`config.mk`:
```
export PLATFORM = sky130hd
export DESIGN_NAME = sram_cluster_ctrl
export DESIGN_NICKNAME = d
export VERILOG_FILES = /design/src/rtl/sram_cluster_ctrl.sv
export SDC_FILE = /design/constraint.sdc
export NUM_CORES = 1
export LEC_CHECK = 0
export ABC_AREA = 0
export CAP_MARGIN = 5
export CORE_UTILIZATION = 26
export DETAILED_ROUTE_END_ITERATION = 8
export PLACE_DENSITY = 0.61
export SYNTH_ARGS = -nofsm -noshare
export SYNTH_HDL_FRONTEND = slang
export SYNTH_SLANG_ARGS = --single-unit
```
`constraint.sdc`:
```
create_clock -name clk -period 1.9 [get_ports clk]
set_input_delay 0.57 -clock clk [delete_from_list [all_inputs] [get_ports clk]]
set_output_delay 0.57 -clock clk [all_outputs]
set_load 0.1 [all_outputs]
```
`src/rtl/sram_cluster_ctrl.sv`:
```
// SRAM cluster controller: sequences one fabric access at a time onto the four
// 8-bit macros A..D. It decodes byte/half/word requests into chip selects,
// a shared write enable and address, per-lane write data, and the select
// pattern for the cluster output mux. Lane map: byte 0 = D ... byte 3 = A.
module sram_cluster_ctrl #(
  parameter int ADDR_W = 8,
  parameter int RD_LAT = 1
) (
  input  logic              clk,
  input  logic              rst_n,
  input  logic              req_valid,
  output logic              req_ready,
  input  logic              req_we,
  input  logic [1:0]        req_mode,
  input  logic [ADDR_W+1:0] req_addr,
  input  logic [31:0]       req_wdata,
  output logic              rsp_valid,
  input  logic              rsp_ready,
  output logic              rsp_err,
  output logic              csb_A,
  output logic              csb_B,
  output logic              csb_C,
  output logic              csb_D,
  output logic              web,
  output logic [ADDR_W-1:0] sram_addr,
  output logic [7:0]        din_A,
  output logic [7:0]        din_B,
  output logic [7:0]        din_C,
  output logic [7:0]        din_D,
  output logic [3:0]        sel_out
);

  typedef enum logic [1:0] {IDLE, ACCESS, WAIT, RESP} state_t;

  state_t          state;
  logic            we_q;
  logic [2:0]      wait_cnt;
  logic [3:0]      csb_q;
  logic [3:0][7:0] din_q;

  // Lane bit i / byte i: 0 = D, 1 = C, 2 = B, 3 = A
  logic [3:0]      dec_lanes;
  logic            dec_err;
  logic [3:0][7:0] dec_bytes;

  // Decode the incoming request into lanes, per-lane write bytes and an error flag
  always_comb begin
    dec_lanes = 4'b0000;
    dec_err   = 1'b0;
    dec_bytes = '0;
    case (req_mode)
      2'b00: begin
        dec_lanes = 4'b0001 << req_addr[1:0];
        dec_bytes = {4{req_wdata[7:0]}};
      end
      2'b01: begin
        dec_err   = req_addr[0];
        dec_lanes = req_addr[1] ? 4'b1100 : 4'b0011;
        dec_bytes = {2{req_wdata[15:0]}};
      end
      2'b10: begin
        dec_err   = |req_addr[1:0];
        dec_lanes = 4'b1111;
        dec_bytes = req_wdata;
      end
      default: dec_err = 1'b1;
    endcase
  end

  // Access sequencer: all macro-facing and fabric-facing outputs are registered here
  always_ff @(posedge clk or negedge rst_n) begin
    if (!rst_n) begin
      state     <= IDLE;
      req_ready <= 1'b0;
      rsp_valid <= 1'b0;
      rsp_err   <= 1'b0;
      csb_q     <= 4'b1111;
      web       <= 1'b1;
      sel_out   <= 4'b1111;
      sram_addr <= '0;
      din_q     <= '0;
      wait_cnt  <= 3'd0;
      we_q      <= 1'b0;
    end else begin
      case (state)
        IDLE: begin
          req_ready <= 1'b1;
          if (req_valid && req_ready) begin
            req_ready <= 1'b0;
            we_q      <= req_we;
            if (dec_err) begin
              state     <= RESP;
              rsp_valid <= 1'b1;
              rsp_err   <= 1'b1;
            end else begin
              state     <= ACCESS;
              csb_q     <= ~dec_lanes;
              web       <= ~req_we;
              sram_addr <= req_addr[ADDR_W+1:2];
              sel_out   <= dec_lanes;
              for (int i = 0; i < 4; i++) begin
                if (req_we && dec_lanes[i]) din_q[i] <= dec_bytes[i];
              end
            end
          end
        end
        ACCESS: begin
          csb_q <= 4'b1111;
          web   <= 1'b1;
          if (we_q || RD_LAT <= 1) begin
            state     <= RESP;
            rsp_valid <= 1'b1;
          end else begin
            state    <= WAIT;
            wait_cnt <= 3'(RD_LAT - 1);
          end
        end
        WAIT: begin
          if (wait_cnt <= 3'd1) begin
            wait_cnt  <= 3'd0;
            state     <= RESP;
            rsp_valid <= 1'b1;
          end else begin
            wait_cnt <= wait_cnt - 3'd1;
          end
        end
        RESP: begin
          if (rsp_ready) begin
            state     <= IDLE;
            rsp_valid <= 1'b0;
            rsp_err   <= 1'b0;
            req_ready <= 1'b1;
          end
        end
        default: state <= IDLE;
      endcase
    end
  end

  assign csb_A = csb_q[3];
  assign csb_B = csb_q[2];
  assign csb_C = csb_q[1];
  assign csb_D = csb_q[0];
  assign din_A = din_q[3];
  assign din_B = din_q[2];
  assign din_C = din_q[1];
  assign din_D = din_q[0];

endmodule
```
* Yosys cells after proc, flatten, opt, wreduce, memory -nomap -nowiden
Cells that the tools add are included.
Word-level totals: register bits after elaboration 57, memory bits (writable) 0, output and inout port bits 52, bits in latches 0, memory bits (read-only) 0, memories 0, bits of input ports 49, logic and storage cells 74
Operators by class: shifts and indexed selects 1, magnitude comparators 1, multiply operators 0, add/subtract/negate cells 1, bitwise operators 3, div/mod/pow operators 0, reductions and logical operators 20, multiplexer cells 25, equal/unequal tests 10
Operator list (count):
- one-hot mux 32 bit (3 select lines) | 1
- AND reduction 4 bit | 6
- 2-to-1 mux 4 bit | 3
- one-hot mux 4 bit (3 select lines) | 1
- inequality test 2 bit (second input constant) | 5
- AND reduction 3 bit | 3
- 2-to-1 mux 1 bit | 8
- 2-to-1 mux 2 bit | 4
- one-hot mux 2 bit (4 select lines) | 1
- one-hot mux 4 bit (2 select lines) | 1
- equality test 2 bit (second input constant) | 3
- one-hot mux 1 bit (2 select lines) | 3
- logical AND 1 bit | 5
- equality test 2 x 1 -> 1 bit (second input constant) | 2
- zero test 2 bit | 2
- inverter 4 bit | 1
- one-hot mux 1 bit (4 select lines) | 1
- nonzero test 2 bit | 2
- left shift 1 x 2 -> 4 bit (first input constant) | 1
- <= comparator 3 x 1 -> 1 bit (second input constant) | 1
- 2-to-1 mux 3 bit | 1
- one-hot mux 1 bit (3 select lines) | 1
- subtractor 3 x 1 -> 3 bit (second input constant) | 1
- inverter 1 bit | 2
- other kinds (2) | 2

* Logic depth before layout (Yosys ltp)
Gate-level depths: netlist (run 1).
depth in word-level cells 6, mapped depth 8, mapped depth without buffers 6

* Least setup slack after synthesis (run 1)
OpenSTA, ideal clock, no wires.
kind register to register, start point register req_ready, end point register din_q (netlist bit din_C[7]), library setup time 0.125 ns, data arrival time 2.046 ns, buffers on the path 1, cell stages (with the launch flop) 6, clock period less this slack 2.172 ns, data required time 1.775 ns, path slack -0.272 ns, cell sequence dfrtp_1 -> nand3_1 -> o21ba_2 -> buf_6 -> nand3_4 -> mux2_4
Between the ends: cells in the longest elaborated chain, start to end 2
Ends and longest elaborated chain:
- from (decl) | RTL line 12 | output logic req_ready,
- from (signal assigned) | RTL line 74 | req_ready <= 1'b0;
- from (signal assigned) | RTL line 87 | req_ready <= 1'b1;
- from (signal assigned) | RTL line 89 | req_ready <= 1'b0;
- logical AND 1 bit | RTL line 88 | if (req_valid && req_ready) begin
- AND reduction 4 bit (no line)
- to (signal, indexed assignment) | RTL line 102 | if (req_we && dec_lanes[i]) din_q[i] <= dec_bytes[i];
- to (decl) | RTL line 39 | logic [3:0][7:0] din_q;
No other way between the ends. A chain may end at the register's enable or synchronous reset.

* Final worst setup path (run 1)
start point input req_we, end point register din_q (netlist bit din_B[3])
Between the ends: cells in the longest elaborated chain, start to end 2
Ends and longest elaborated chain:
- from (decl) | RTL line 13 | input logic req_we,
- logical AND 1 bit | RTL line 102
- AND reduction 4 bit (no line)
No other way between the ends.

==> run_results.csv, run 1 <==
group,metric,value,unit
clocking,hold_buffers,0,
synthesis,post-synth-top-area-fraction,0.4150,
outcome,status,"completed",
place,pre_cts_ws,-449.3,ps
clocking,worstSkewPairLatency,340,ps
critical_path,rr_worst_depth,6,
clocking,h-tree-depth,3,
synthesis,async_reset_ff_frac,1.000,
critical_path,crit_type,"primary input to register",
routing,dr.first_iter.drc_count,85,
timing,maxSlewViolCount,0,
synthesis,synth_nets,342,
final_layout,n_fill_cell,998,
timing,period_minus_slack,1789,ps
timing,fmaxAchievable,559.1,MHz
timing,whs,183.2,ps
synthesis,ys_ff_latch,57,
routing,routed_wl,8362,um
timing,slew-limit-headroom,0.6668,
timing,setup_viol,0,
pwr,pwr_density_cell,1699,mW/mm2
pwr,p_comb_frac,0.599,
critical_path,cp_max_fo,8,
timing,skew,7.214,ps
place,placed_area,0.004822,mm2
synthesis,synth_warnings,0,
routing,drc_errors,0,
synthesis,netlist_instances,286,
timing,finalHoldViolCount,0,
final_layout,final_cells,567,
place,dp_hpwl,6442,um
pwr,internal-power,0.004417,W
synthesis,yosysTopAreaCell,"dfrtp_1",
synthesis,synth_edf_count,0,
die,start_util,0.2670,
pwr,switching_share,0.4929,
synthesis,syn_area,0.002894,mm2
synthesis,yosys-top-cells-area,"dfrtp_1 (42%), dfstp_2 (8.2%), mux2_2 (5.8%)",
timing,finalWorstSetupSlack,111.4,ps
final_layout,seqCellArea,0.001439,mm2
pwr,p_leak,2.339,nW
timing,rsz0062_at_grt,"false",
pwr,seqPwrFrac,0.239,
clocking,clock_path_buffers,2,
die,dieArea,0.01156,mm2
place,gp_congestion,0.8187,
grt,grt_pass1_vias,2711,
critical_path,critPathArrivalTime,2050,ps
critical_path,cp-start-kind,"primary input",
grt,top_usage_layer,"met2",
hold_path,hold_path.class,"primary input to asynchronous set/reset pin",
final_layout,stdcell_area,0.005126,mm2
routing,wl_per_cell,14.75,um
clocking,clk_pin_slew,70,ps
critical_path,required,2160,ps
grt,overflow,0,
grt,grt_max_degree,21,
clocking,cts_tree,"done",
timing,tns,0,ps
grt,antenna_found_initial,2,
clocking,postCtsSetupBuffers,0,
die,core.rowCount,38,
final_layout,area_delta_synth_final,77.13,%
critical_path,regToRegEndpoint,"din_B[3]",
place,dp.cells,550,
place,port_buffers,100,
die,die_h,107.5,um
grt,met1_usage,0.2043,
routing,avgViaCountPerCell,4.612,
synthesis,synth_ff_type,"dfrtp_1",
synthesis,ys_seq_area_frac,0.4968,
timing,period_share,0.9414,
pwr,worst_ir_drop_vdd,0.9879,mV
clocking,cts_root_buf,"clkbuf_8",
routing,vias,2615,
synthesis,yosysUniqueCellTypes,41,
critical_path,end_kind,"register",
grt,gr-usage-met3,0.03995,
grt,grt_pass1_wl,13860,um
clocking,clock-sinks,57,
critical_path,ff2ff_setup_slack,150,ps
grt,grtUsageTotal,0.1582,
synthesis,syn_area_per_cell,10.12,um2
die,die_w,107.5,um
pwr,power_frac_clock,0.162,
final_layout,fin_nets,477,
final_layout,multi_input_area,0.001328,mm2
synthesis,synth_most_common_cell,"dfrtp_1",
final_layout,drive_gt1_frac,0.3427,
routing,ant_nets,0,
run,maxCapViolCount,0,
routing,first_pass_iters,5,
grt,grt_util_met2,0.2500,
pwr,power.net_switching,0.004294,W
clocking,cts_inserted_buffers,9,
synthesis,ys_top_cells_by_count,"dfrtp_1 (48), nand2_1 (41), a21oi_1 (29)",
die,io_pins,101,
timing,worst_pin_slew,487.2,ps
die,core-area,0.01084,mm2
critical_path,r2r_start,"state[0]",
-- stage by stage --
stage,utilization,power [W]
CTS,0.4698,0.008768
floorplan,-,0.005148
global placement,0.4448,0.007253
finish,0.4729,0.008712
detailed placement,0.4448,0.007315
global route,0.4729,0.009047
-- worst max-delay path, cell delays in order --
cell and delay, ps:
clkdlybuf4s50_1 510, nand4_1 200, nor4b_2 310, buf_4 240, mux2i_1 210
-- cell usage in the layout, fill, tap and decap left out, drive strengths merged, types with 2 or more instances in the layout --
| master | instances |
|---|---|
| buf | 91 |
| o21bai | 2 |
| nor2 | 2 |
| bufinv | 3 |
| nor2b | 11 |
| mux2i | 14 |
| dlygate4sd2 | 2 |
| dlymetal6s2s | 3 |
| o21ai | 30 |
| a211oi | 5 |
| nand2b | 2 |
| a2111oi | 3 |
| nand2 | 41 |
| a21oi | 30 |
| dfstp | 9 |
| a21o | 3 |
| nor3 | 2 |
| a31oi | 3 |
| inv | 23 |
| ha | 7 |
| clkdlybuf4s50 | 42 |
| clkbuf | 11 |
| nand3 | 12 |
| dfrtp | 48 |
| mux2 | 16 |
-- area by class of cell --
| cell class | count | share of cell area |
|---|---|---|
| Clock inverter | 5 | 0.02001 |
| Multi-Input combinational cell | 192 | 0.2590 |
| Clock buffer | 11 | 0.02758 |
| Sequential cell | 57 | 0.2807 |
| Inverter | 23 | 0.01684 |
| Tap cell | 140 | 0.03417 |
| Antenna cell | 1 | 0.0004882 |
| Timing Repair Buffer | 138 | 0.3612 |
-- worst max-delay path by stage --
stage	cells after the start	slack (ps)	endpoint	from
floorplan	5	50	din_C[7]	req_ready
global placement	6	-390	din_C[7]	req_mode[0]
detailed placement	7	-450	din_B[1]	req_mode[0]
CTS	7	2	din_B[3]	req_mode[0]
global route	6	20	din_B[5]	state[0]
finish	5	110	din_B[3]	req_we
-- cells by family after synthesis --
kind of cell,synth area share
AO/OA/AOI/OAI,0.1695
adder cells (fa/ha/maj),0.03026
buffers and inverters,0.06009
flip-flops,0.4968
multiplexers,0.1133
AND/OR/NAND/NOR,0.1301
-- state kept, by name (all words and copies together) (netlist names), 2 cells and up --
register / cells
state: 2
din_B: 8
wait_cnt: 3
csb_q: 4
din_D: 8
din_C: 8
sel_out: 4
din_A: 8
sram_addr: 8
-- power groups by stage --
| stage | Sequential, W | Combinational [W] | Clock, W |
|---|---|---|---|
| after floorplan | 0.00448 | 0.000665 | 0 |
| after global placement | 0.00209 | 0.00516 | 0 |
| after detailed placement | 0.00210 | 0.00521 | 0 |
| after CTS | 0.00209 | 0.00523 | 0.00145 |
| after global routing | 0.00214 | 0.00540 | 0.00150 |
| final | 0.00208 | 0.00522 | 0.00142 |
-- metal layers --
metal / up-vias / wire, um / part of all wire
li1: 1255 / - / -
met1: 1236 / 3646 / 0.44
met2: 106 / 3967 / 0.47
met3: 16 / 554 / 0.066
met4: 2 / 176 / 0.021
met5: - / 17 / 0.0020
-- what timing repair did --
action / CTS / global route
gates resized for setup: 8 / 8
setup endpoints to repair: 24 / 28
endpoints found under the hold margin: 0 / 0
pin swaps: 2 / 2
Note: power is estimated with default switching activity, not from simulation.
==> run 2: changes to the inputs <==
--- a/config.mk
+++ b/config.mk
@@ -9,7 +9,8 @@
 export CAP_MARGIN = 5
 export CORE_UTILIZATION = 26
 export DETAILED_ROUTE_END_ITERATION = 8
-export PLACE_DENSITY = 0.61
+export GPL_ROUTABILITY_DRIVEN = 0
+export PLACE_DENSITY = 0.59
 export SYNTH_ARGS = -nofsm -noshare
 export SYNTH_HDL_FRONTEND = slang
 export SYNTH_SLANG_ARGS = --single-unit
==> constraint.sdc (replaced) <==
create_clock -name clk -period 2.1 [get_ports clk]
set_input_delay 0.63 -clock clk [delete_from_list [all_inputs] [get_ports clk]]
set_output_delay 0.63 -clock clk [all_outputs]
set_load 0.1 [all_outputs]
==> run 2 against run 1 <==
  * Via count down 4.5%
  * Non-clock buffer count down 12
  * Combinational power down 11%
  * Wire length down 1.3%
  * Critical path depth up 1
  * Sequential power down 9.6%
  * Worst setup slack worse by 9.7 ps
  * Worst hold slack better by 33 ps
  * Critical endpoint is now din_C[7]
  * Largest power group unchanged
==> run_results.csv, run 2 (same netlist as run 1, synthesis figures left out) <==
group,metric,value,unit
grt,grt_max_degree,42,
die,io_pins,101,
critical_path,required,2330,ps
timing,period_minus_slack,1998,ps
die,start_util,0.2670,
pwr,p_leak,2.264,nW
final_layout,postLayoutCoreUtil,0.4597,
routing,drc_errors,0,
clocking,cts_inserted_buffers,9,
final_layout,multi_input_area,0.001305,mm2
clocking,clock-sinks,57,
grt,overflow,0,
hold_path,hold_path.class,"primary input to asynchronous set/reset pin",
clocking,cts_root_buf,"clkbuf_8",
final_layout,final_cells,555,
run,maxCapViolCount,0,
place,dp_hpwl,6251,um
final_layout,layout_common_cells,"buf_12 (56), dfrtp_1 (47), clkdlybuf4s50_1 (45)",
critical_path,path_cells,"clkdlybuf4s50_1, buf_12, nor3_4, o21ba_2, nand3_4, mux2_4",
clocking,worstSkewPairLatency,340,ps
critical_path,critPathBufInv,2,
timing,slew-limit-headroom,0.7178,
routing,dr.first_iter.drc_count,81,
grt,grtUsageTotal,0.1491,
die,die_h,107.5,um
critical_path,end_kind,"register",
routing,ant_nets,0,
grt,grt_pass1_wl,13160,um
grt,top_usage_layer,"met2",
routing,vias,2498,
die,core-area,0.01084,mm2
clocking,clk_pin_slew,70,ps
timing,fmaxAchievable,500.4,MHz
critical_path,critPathArrivalTime,2230,ps
final_layout,seqCellArea,0.001439,mm2
die,core.rowCount,38,
grt,grt_util_met2,0.2445,
timing,period_share,0.9516,
routing,wl_per_cell,14.87,um
final_layout,area_delta_synth_final,72.20,%
critical_path,crit_path_top_delay_cell,"clkdlybuf4s50_1",
timing,finalHoldViolCount,0,
final_layout,fin_nets,465,
critical_path,slowest_delay,440,ps
critical_path,cp-start-kind,"primary input",
critical_path,crit_type,"primary input to register",
timing,maxSlewViolCount,0,
pwr,worst_ir_drop_vdd,0.8814,mV
clocking,clock_path_buffers,2,
pwr,power,0.007613,W
timing,rsz0062_at_grt,"false",
place,dp.cells,538,
clocking,h-tree-depth,3,
die,die_w,107.5,um
timing,setup_viol,0,
clocking,hold_buffers,0,
routing,routed_wl,8252,um
timing,skew,10.76,ps
die,dieArea,0.01156,mm2
clocking,cts_tree,"done",
grt,gr-usage-met3,0.04298,
outcome,status,"completed",
routing,first_pass_iters,4,
grt,antenna_found_initial,1,
grt,met1_usage,0.1858,
final_layout,drive_gt1_frac,0.3213,
pwr,pwr_density_cell,1528,mW/mm2
timing,worst_pin_slew,412.7,ps
routing,avgViaCountPerCell,4.501,
place,port_buffers,100,
critical_path,cp_top_family,"buffers and inverters",
final_layout,n_fill_cell,982,
critical_path,cp_max_fo,14,
final_layout,final_common_cell,"buf_12",
grt,grt_pass1_vias,2591,
-- run 2: final cells by class --
class | count | area share
antenna | 1 | 0.0005021
clock buffer | 11 | 0.03038
clock inverter | 5 | 0.01080
inverter | 23 | 0.01732
multi-input combinational | 192 | 0.2619
sequential | 57 | 0.2887
tap | 140 | 0.03515
timing repair buffer | 126 | 0.3553
-- run 2: final timing paths --
kind | from | to | slack (ps) | cells past startpoint
max reg2reg | state[0] | din_B[6] | 210 | 6
min in group clk | sel_out[3] | sel_out[3] | 490 | 2
max in group asynchronous | rst_n | csb_q[0] | 1240 | 2
min reg2reg | sel_out[3] | sel_out[3] | 490 | 2
min | rst_n | din_D[4] | 220 | 1
max | req_mode[0] | din_C[7] | 100 | 6
-- run 2: layer usage --
layer / vias up / wire length [um]
met4: 0 / 100
met3: 9 / 534
met5: - / 0
met1: 1182 / 3689
met2: 74 / 3927
li1: 1233 / -
-- run 2: what timing repair did --
| item | CTS | global route |
|---|---|---|
| endpoints found under the setup margin | 0 | 23 |
| setup buffers | 0 | 0 |
| gates resized for setup | 0 | 8 |
-- run 2: report_power, final --
group          internal [W]  total [W]  switching [W]
logic               0.00166    0.00466        0.00300
registers           0.00148    0.00188       0.000401
clock network      0.000608    0.00106       0.000456
total               0.00375    0.00761        0.00386
-- run 2: per-stage QoR --
| step | TNS, ps | hold slack [ps] | worst slack, ps | area (um2) |
|---|---|---|---|---|
| CTS | 0 | 216.6 | 54.06 | 4950 |
| detailed placement | -9033 | 477.1 | -312.6 | 4745 |
| global route | 0 | 242.7 | 2.193 | 4984 |
| floorplan | 0 | 334.4 | 253.5 | 2895 |
| finish | 0 | 216.7 | 101.7 | 4984 |
| global placement | -7561 | 474.0 | -267.4 | 4745 |
